File: config.mk
export PLATFORM = sky130hd
export DESIGN_NAME = muldiv_unit
export DESIGN_NICKNAME = d
export VERILOG_FILES = /design/src/rtl/muldiv_unit.sv
export SDC_FILE = /design/constraint.sdc
export NUM_CORES = 1
export LEC_CHECK = 0
export ABC_AREA = 0
export CAP_MARGIN = 20
export CORE_MARGIN = 5
export CORE_UTILIZATION = 60
export CTS_BUF_LIST = sky130_fd_sc_hd__clkbuf_4 sky130_fd_sc_hd__clkbuf_8
export CTS_CLUSTER_DIAMETER = 50
export DETAILED_ROUTE_END_ITERATION = 8
export GPL_TIMING_DRIVEN = 0
export PLACE_DENSITY = 0.81
export REMOVE_ABC_BUFFERS = 1
export SYNTH_ARGS = -nofsm -noshare
export SYNTH_HDL_FRONTEND = slang
export SYNTH_SLANG_ARGS = --single-unit
File: constraint.sdc
create_clock -name clk -period 6.6 [get_ports clk]
set_clock_uncertainty 0.1 [all_clocks]
set_input_delay 1.32 -clock clk [delete_from_list [all_inputs] [get_ports clk]]
set_output_delay 1.32 -clock clk [all_outputs]
set_load 0.02 [all_outputs]
File: src/rtl/muldiv_unit.sv
// Iterative RISC-V M-extension multiply/divide unit: shift-add multiply and
// restoring divide, one bit per cycle, with single-cycle divide special cases.
module muldiv_unit #(
    parameter int XLEN = 32
) (
    input  logic            clk,
    input  logic            reset_n,
    input  logic            start,
    input  logic [2:0]      funct3,
    input  logic [XLEN-1:0] op_a,
    input  logic [XLEN-1:0] op_b,
    input  logic            flush,
    output logic            busy,
    output logic            done,
    output logic [XLEN-1:0] result
);

    localparam int CW = $clog2(XLEN + 1);
    localparam logic [XLEN-1:0] ZERO     = {XLEN{1'b0}};
    localparam logic [XLEN-1:0] ALL_ONES = {XLEN{1'b1}};
    localparam logic [XLEN-1:0] MOST_NEG = {1'b1, {(XLEN-1){1'b0}}};

    typedef enum logic [1:0] {
        IDLE = 2'd0,
        CALC = 2'd1,
        DONE = 2'd2
    } state_t;

    state_t            state, next_state;
    logic [CW-1:0]     count;
    logic [2:0]        fn;
    logic              neg;
    logic [XLEN-1:0]   opnd;
    logic [2*XLEN-1:0] acc;

    logic              is_div, a_signed, b_signed, a_neg, b_neg;
    logic              div_zero, div_ovf, fast, accept, neg_in;
    logic [XLEN-1:0]   a_mag, b_mag, fast_result;

    logic [XLEN:0]     add_sum, r_sh;
    logic              ge;
    logic [XLEN-1:0]   sub_lo, quo, rem, calc_result;
    logic [2*XLEN-1:0] mul_next, div_next, acc_next, prod;

    // Operand decode: signedness, magnitudes and the single-cycle divide cases
    always_comb begin
        is_div   = funct3[2];
        a_signed = is_div ? ~funct3[0] : (funct3[1:0] != 2'b11);
        b_signed = is_div ? ~funct3[0] : ~funct3[1];
        a_neg    = a_signed & op_a[XLEN-1];
        b_neg    = b_signed & op_b[XLEN-1];
        a_mag    = a_neg ? (ZERO - op_a) : op_a;
        b_mag    = b_neg ? (ZERO - op_b) : op_b;
        // remainder takes the dividend's sign, everything else the xor
        neg_in   = (is_div && funct3[1]) ? a_neg : (a_neg ^ b_neg);
        div_zero = is_div && (op_b == ZERO);
        div_ovf  = is_div && !funct3[0] && (op_a == MOST_NEG) && (op_b == ALL_ONES);
        fast     = div_zero | div_ovf;
        if (div_zero) begin
            fast_result = funct3[1] ? op_a : ALL_ONES;
        end else if (div_ovf) begin
            fast_result = funct3[1] ? ZERO : op_a;
        end else begin
            fast_result = ZERO;
        end
        accept = (state == IDLE) && start && !flush;
    end

    // One iteration step and the sign-corrected final result
    always_comb begin
        add_sum  = {1'b0, acc[2*XLEN-1:XLEN]} + (acc[0] ? {1'b0, opnd} : {(XLEN+1){1'b0}});
        mul_next = {add_sum, acc[XLEN-1:1]};
        r_sh     = acc[2*XLEN-1:XLEN-1];
        ge       = (r_sh >= {1'b0, opnd});
        sub_lo   = r_sh[XLEN-1:0] - opnd;
        div_next = ge ? {sub_lo, acc[XLEN-2:0], 1'b1} : {r_sh[XLEN-1:0], acc[XLEN-2:0], 1'b0};
        acc_next = fn[2] ? div_next : mul_next;
        prod     = neg ? ({(2*XLEN){1'b0}} - acc_next) : acc_next;
        quo      = neg ? (ZERO - acc_next[XLEN-1:0]) : acc_next[XLEN-1:0];
        rem      = neg ? (ZERO - acc_next[2*XLEN-1:XLEN]) : acc_next[2*XLEN-1:XLEN];
        if (fn[2]) begin
            calc_result = fn[1] ? rem : quo;
        end else begin
            calc_result = (fn[1:0] == 2'b00) ? prod[XLEN-1:0] : prod[2*XLEN-1:XLEN];
        end
    end

    // Next-state logic
    always_comb begin
        next_state = state;
        case (state)
            IDLE: begin
                if (accept) begin
                    next_state = fast ? DONE : CALC;
                end else begin
                    next_state = IDLE;
                end
            end
            CALC: begin
                if (flush) begin
                    next_state = IDLE;
                end else if (count == CW'(1)) begin
                    next_state = DONE;
                end else begin
                    next_state = CALC;
                end
            end
            DONE:    next_state = IDLE;
            default: next_state = IDLE;
        endcase
    end

    // State register with registered status outputs
    always_ff @(posedge clk) begin
        if (!reset_n) begin
            state <= IDLE;
            busy  <= 1'b0;
            done  <= 1'b0;
        end else begin
            state <= next_state;
            busy  <= (next_state != IDLE);
            done  <= (next_state == DONE);
        end
    end

    // Operand capture, iteration datapath and result register
    always_ff @(posedge clk) begin
        if (!reset_n) begin
            count  <= {CW{1'b0}};
            fn     <= 3'b000;
            neg    <= 1'b0;
            opnd   <= ZERO;
            acc    <= {(2*XLEN){1'b0}};
            result <= ZERO;
        end else if (accept) begin
            fn    <= funct3;
            neg   <= neg_in;
            opnd  <= is_div ? b_mag : a_mag;
            acc   <= {ZERO, (is_div ? a_mag : b_mag)};
            count <= CW'(XLEN);
            if (fast) begin
                result <= fast_result;
            end
        end else if ((state == CALC) && !flush) begin
            acc   <= acc_next;
            count <= count - CW'(1);
            if (count == CW'(1)) begin
                result <= calc_result;
            end
        end
    end

endmodule

==> impl_metrics.env, run 1 <==
export IMPL_yosys_area_top_type="dfxtp_1"
export IMPL_hold_violations=0
export IMPL_drv_cap=0
export IMPL_critPathLaunchType="flop"
export IMPL_final_cells=2689
export IMPL_worst_r2r_setup_slack_ns=0.12
export IMPL_diodes=0
export IMPL_multiInputGateArea_sq_um=12530
export IMPL_cp_common_cell="a21oi_1"
export IMPL_start_util_pct=60.67
export IMPL_grt_pass1_vias=17140
export IMPL_antenna_found_initial=2
export IMPL_synth_warning_count=0
export IMPL_grt_pass1_wl_um=93010
export IMPL_critPathCaptureType="flop"
export IMPL_p_leak_uw=0.006742
export IMPL_wl_per_cell_um=22.61
export IMPL_clkPwrFrac_pct=25.0
export IMPL_rows=60
export IMPL_cts_clk_slew_worst_paths_ns=0.11
export IMPL_area_growth_pct=10.70
export IMPL_synth_seq_cells=142
export IMPL_cts_root_buf="clkbuf_8"
export IMPL_slowest_delay_ns=0.69
export IMPL_power_per_cell_area_nw_per_um2=161.8
export IMPL_via_per_inst=6.927
export IMPL_pin_count=105
export IMPL_cts_sinks=142
export IMPL_synth_cells=2342
export IMPL_critPathSlowestCell="dfxtp_1"
export IMPL_dp_cells=2654
export IMPL_placed_cell_area_sq_um=17550
export IMPL_dp_hpwl_um=46860
export IMPL_grt_max_degree=102
export IMPL_final_common_cell="nand2_1"
export IMPL_combPwrFrac_pct=42.2
export IMPL_hold_worst_slack_ns=0.4087
export IMPL_yosys_area_share_simple_pct=26.10
export IMPL_finalNetCount=2479
export IMPL_synth_area_leaders="dfxtp_1 (17%), nand2_1 (6.6%), ha_1 (5.5%)"
export IMPL_cts_max_level=4
export IMPL_final_cell_area_sq_um=18000
export IMPL_ys_flop_type="dfxtp_1"
export IMPL_rsz0062_at_grt="no"
export IMPL_synth_top_area_share_pct=17.48
export IMPL_ys_seq_area_share_pct=17.48
export IMPL_overflow=0
export IMPL_synth_area_sq_um=16260
export IMPL_timing_final_crit_share_pct=98.19
export IMPL_slew_violations=0
export IMPL_seq_area_sq_um=2848
export IMPL_nFillCells=2317
export IMPL_io_buffers=104
export IMPL_cts_buffers=17
export IMPL_synth_edf_count=0
export IMPL_via_count=18630
export IMPL_yosys_area_share_adder_pct=5.710
export IMPL_synth_mux_area_share_pct=4.279
export IMPL_die_x_um=174.6
export IMPL_cts_buffer_depth=2
export IMPL_synth_compound_area_share_pct=32.24
export IMPL_clock_fmax_ghz=0.1543
export IMPL_tightest_slew_ns=1.280
export IMPL_drc=0
export IMPL_p_int_uw=1641
export IMPL_cp_required_ns=6.86
export IMPL_drive_gt1_share_pct=5.579
export IMPL_synth_xor_area_share_pct=8.403
export IMPL_path_class="reg -> reg"
export IMPL_synth_cell_types=94
export IMPL_path_cells="inv_1, ha_1, nand4_1, nor4_1, nand4_1, and3_2, nand2_4, a21oi_1, a21oi_1, ha_1, o311ai_2, nor2_1, nor4b_2, a21oi_1, o21ai_0, o21ai_0, o221a_2"
export IMPL_synth_top_family_by_area="compound AO/OA/AOI/OAI gates"
export IMPL_grt_use_total_pct=37.89
export IMPL_dieArea_sq_um=30490
export IMPL_avgSynthCellArea_sq_um=6.943
export IMPL_tns_ns=0
export IMPL_firstDrtPassIters=6
export IMPL_insertion_delay_ns=0.48
export IMPL_finalPower_uw=2912
export IMPL_mostFrequentLayoutCells="nand2_1 (286), nor2_1 (221), a21oi_1 (175)"
export IMPL_die_y_um=174.6
export IMPL_p_sw_uw=1270
export IMPL_swShare_pct=43.63
export IMPL_slew_headroom_pct=13.58
export IMPL_drt_initial_drc_count=2077
export IMPL_core_area_sq_um=26800
export IMPL_ant_nets=0
export IMPL_place_congestion=0.9965
export IMPL_min_period_ns=6.480
export IMPL_async_flop_share_pct=0
export IMPL_hold_buffers=0
export IMPL_path_max_fanout=21
export IMPL_arrival_ns=6.74
export IMPL_peakVddDrop_uv=131.2
export IMPL_hold_path_class="reg -> reg"
export IMPL_wirelength_um=60790
export IMPL_cts_tree="done"
export IMPL_outcome="finished clean"
export IMPL_pwr_share_seq_pct=32.8
export IMPL_setup_viol=0
-- layer usage --
| metal | up-vias | part of all wire, % | global-route usage, % |
|---|---|---|---|
| met5 | - | 0.044 | 0 |
| met4 | 4 | 5.4 | 18.27 |
| met3 | 193 | 11 | 6.512 |
| met2 | 1162 | 45 | 61.50 |
| met1 | 8698 | 39 | 48.95 |
| li1 | 8571 | - | - |
-- power by group through the flow --
stage	combinational [uW]	sequential, uW	clock, uW
floorplan	788	953	0
global placement	1130	980	0
detailed placement	1170	974	0
CTS	1170	954	725
global route	1310	958	767
finish	1230	956	728
-- worst paths after layout --
path	start	end	cells after the start
hold reg to reg	opnd[2]$_SDFFE_PN0P_	opnd[2]$_SDFFE_PN0P_	2
hold / removal	opnd[2]$_SDFFE_PN0P_	opnd[2]$_SDFFE_PN0P_	2
setup reg to reg	acc[31]$_SDFFE_PN0N_	result[14]$_SDFFE_PN0P_	17
setup / recovery	acc[31]$_SDFFE_PN0N_	result[14]$_SDFFE_PN0P_	17
-- flip-flops by register name, summed over array words and instances, names as in the netlist --
register,flops
neg,1
state,2
done,1
opnd,32
acc,64
fn,3
busy,1
result,32
count,6
-- repair_timing --
action | in CTS | in global routing
pin swaps | 0 | 0
cloned | 0 | 0
setup endpoints to repair | 2 | 2
resized for setup | 2 | 2
buffers inserted | 0 | 0
-- synth_stat cells, drive strengths merged, types with 23 or more instances --
master / instances
mux2i: 56
or3: 32
and3: 23
a21boi: 41
and2: 62
o21ai: 176
dfxtp: 142
a21o: 24
a21oi: 178
ha: 71
nor2: 224
nor4: 25
o31ai: 23
xor2: 56
xnor2: 100
buf: 38
a31oi: 39
nand2: 289
inv: 82
o21a: 29
nand4: 25
clkbuf: 120
o211ai: 81
nor3: 76
a211oi: 47
nand3: 41
-- critical path, delay by kind of cell (launching register included) --
kind                       cells  cell delay (ns)
and+or+nand+nor                7             2.50
adders and majority gates      2             0.88
AOI/OAI and AO/OA              7             1.84
DFF                            1             0.69
buffers and inverters          1             0.31
-- cells by family (layout without fill, tap and decap cells) --
family	after synthesis	after routing
flip-flops	142	142
adder cells (fa/ha/maj)	73	73
AO/OA/AOI/OAI	781	781
multiplexers	67	67
XOR/XNOR	156	156
AND/OR/NAND/NOR	883	883
buffers and inverters	240	246
-- metrics by stage --
step | util, % | setup slack (ns)
after global routing | 67.16 | 0.07123
after CTS | 66.96 | 0.09415
after detailed placement | 65.50 | -0.4741
after floorplan | - | -2.753
final | 67.16 | 0.1197
after global placement | 63.78 | -10.98
-- layout make-up --
type	count	share of cell area, %
clock buffers	17	1.300
multi-input cells	1960	69.62
repair buffers	132	8.348
clock inverters	15	0.8272
inverters	82	1.710
flip-flops and latches	142	15.82
well taps	341	2.370
Note: power is estimated with default switching activity, not from simulation.
==> inputs of run 2 (changes only) <==
- CORE_UTILIZATION: 60 -> 57
- PLACE_DENSITY: 0.81 -> 0.8
- clock period: 6.6 -> 5.6 ns (I/O delays scaled with it)
==> impl_metrics.env, run 2 (synthesized netlist as in run 1, its figures left out) <==
export IMPL_setup_viol=0
export IMPL_wl_per_cell_um=22.77
export IMPL_hold_buffers=0
export IMPL_met3_usage_pct=5.631
export IMPL_firstDrtPassIters=9
export IMPL_path_cells="inv_1, ha_1, and2_4, a221oi_4, a2111o_1, a31o_4, a31oi_1, inv_1, ha_1, or4b_4, nor2_4, nand3_4, nor2_1, nor4b_4, buf_4, a21oi_1, o21ai_0, o21ai_0, o221a_2"
export IMPL_antenna_found_initial=1
export IMPL_cts_buffers=17
export IMPL_drt_initial_drc_count=2039
export IMPL_critPathLaunchType="flop"
export IMPL_io_buffers=104
export IMPL_slowest_delay_ns=0.56
export IMPL_timing_final_crit_share_pct=99.71
export IMPL_tns_ns=0
export IMPL_top_regs="acc (64), opnd (32), result (32)"
export IMPL_clock_fmax_ghz=0.1791
export IMPL_grt_use_total_pct=38.05
export IMPL_outcome="finished clean"
export IMPL_start_util_pct=58.05
export IMPL_multiInputGateArea_sq_um=12680
export IMPL_final_cell_area_sq_um=18240
export IMPL_cts_clk_slew_worst_paths_ns=0.10
export IMPL_rsz0062_at_grt="yes"
export IMPL_insertion_delay_ns=0.50
export IMPL_hold_path_class="reg -> reg"
export IMPL_largest_reg_flops=64
export IMPL_place_congestion=1.001
export IMPL_tightest_slew_ns=1.219
export IMPL_pwr_share_seq_pct=31.6
export IMPL_slew_violations=0
export IMPL_drive_gt1_share_pct=6.661
export IMPL_die_x_um=178.9
export IMPL_drv_cap=0
export IMPL_dp_hpwl_um=47650
export IMPL_nFillCells=2496
export IMPL_critPathCaptureType="flop"
export IMPL_grt_pass1_vias=17120
export IMPL_critPathSlowestCell="or4b_4"
export IMPL_path_class="reg -> reg"
export IMPL_peakVddDrop_uv=125.2
export IMPL_via_per_inst=6.732
export IMPL_cts_tree="done"
export IMPL_grt_use_met2_pct=61.63
export IMPL_wirelength_um=62290
export IMPL_pin_count=105
export IMPL_cts_sinks=142
export IMPL_area_growth_pct=12.18
export IMPL_cts_buffer_depth=2
export IMPL_grt_max_degree=104
export IMPL_slew_headroom_pct=16.62
export IMPL_path_max_fanout=13
export IMPL_cts_root_buf="clkbuf_8"
export IMPL_cts_max_level=4
export IMPL_busiest_layer="met2"
export IMPL_swShare_pct=44.24
export IMPL_p_int_uw=1975
export IMPL_finalPower_uw=3541
export IMPL_via_count=18410
export IMPL_cp_required_ns=5.88
export IMPL_finalNetCount=2488
export IMPL_min_period_ns=5.584
export IMPL_final_util_pct=65.12
export IMPL_power_per_cell_area_nw_per_um2=194.2
export IMPL_combPwrFrac_pct=42.7
export IMPL_worstRegToRegCells=19
export IMPL_rows=61
export IMPL_hold_violations=0
export IMPL_core_area_sq_um=28010
export IMPL_p_leak_uw=0.006823
export IMPL_placed_cell_area_sq_um=17570
export IMPL_largest_register="acc"
export IMPL_seq_area_sq_um=2850
export IMPL_grt_pass1_wl_um=95560
export IMPL_hold_depth=1
export IMPL_drc=0
export IMPL_ant_nets=0
export IMPL_grtUsageMet1_pct=50.65
export IMPL_diodes=0
export IMPL_p_sw_uw=1567
export IMPL_dieArea_sq_um=32000
export IMPL_overflow=0
export IMPL_die_y_um=178.9
export IMPL_final_common_cell="nand2_1"
export IMPL_arrival_ns=5.86
export IMPL_mostFrequentLayoutCells="nand2_1 (286), nor2_1 (221), a21oi_1 (173)"
export IMPL_clkPwrFrac_pct=25.6
-- run 2: path summary, 6_finish.rpt --
path / endpoint / from / slack (ns)
worst max-delay path: result[14]$_SDFFE_PN0P_ / opnd[4]$_SDFFE_PN0P_ / 0.02
worst min-delay path: result[0]$_SDFFE_PN0P_ / result[0]$_SDFFE_PN0P_ / 0.41
worst max register to register: result[14]$_SDFFE_PN0P_ / opnd[4]$_SDFFE_PN0P_ / 0.02
worst min register to register: result[0]$_SDFFE_PN0P_ / result[0]$_SDFFE_PN0P_ / 0.41
-- run 2: metrics by stage --
step | instances | setup slack [ns] | hold slack [ns]
2_1_floorplan | 2184 | -3.553 | 0.3494
3_3_place_gp | 2666 | -11.77 | 0.3833
3_5_place_dp | 2691 | -1.588 | 0.3926
4_1_cts | 2727 | 0.02641 | 0.4072
5_1_grt | 2735 | -0.04680 | 0.4355
6_report | 2735 | 0.01601 | 0.4135
-- run 2: critical path: cells and delay by family, from the launching register on --
| family | cells | cell delay [ns] |
|---|---|---|
| compound gates | 8 | 2.10 |
| simple gates | 6 | 1.71 |
| fa+ha+maj | 2 | 0.65 |
| buf+inv | 3 | 0.47 |
| flops | 1 | 0.43 |
-- run 2: per-layer routing --
metal / wire (um) / up-vias
met1: 25430 / 8639
met4: 2743 / 2
met3: 5845 / 176
li1: - / 8591
met5: 13 / -
met2: 28260 / 1003
-- run 2: timing repair --
| item | in CTS | in global routing |
|---|---|---|
| gates resized for setup | 19 | 15 |
| pin swaps | 2 | 3 |
| setup buffers | 4 | 7 |
| endpoints found under the hold margin | 0 | 0 |
| endpoints found under the setup margin | 26 | 23 |
-- run 2: power groups by stage --
stage	clock, uW	sequential, uW	combinational (uW)
global placement	0	1150	1340
global route	944	1120	1620
CTS	905	1120	1440
detailed placement	0	1140	1390
floorplan	0	1120	928
finish	908	1120	1510
-- run 2: cell type report --
class / instances / share of cell area [%]
sequential: 142 / 15.63
inverter: 82 / 1.687
clock inverter: 15 / 0.9329
clock buffer: 17 / 1.283
tap: 378 / 2.593
multi-input combinational: 1960 / 69.50
timing repair buffer: 141 / 8.376
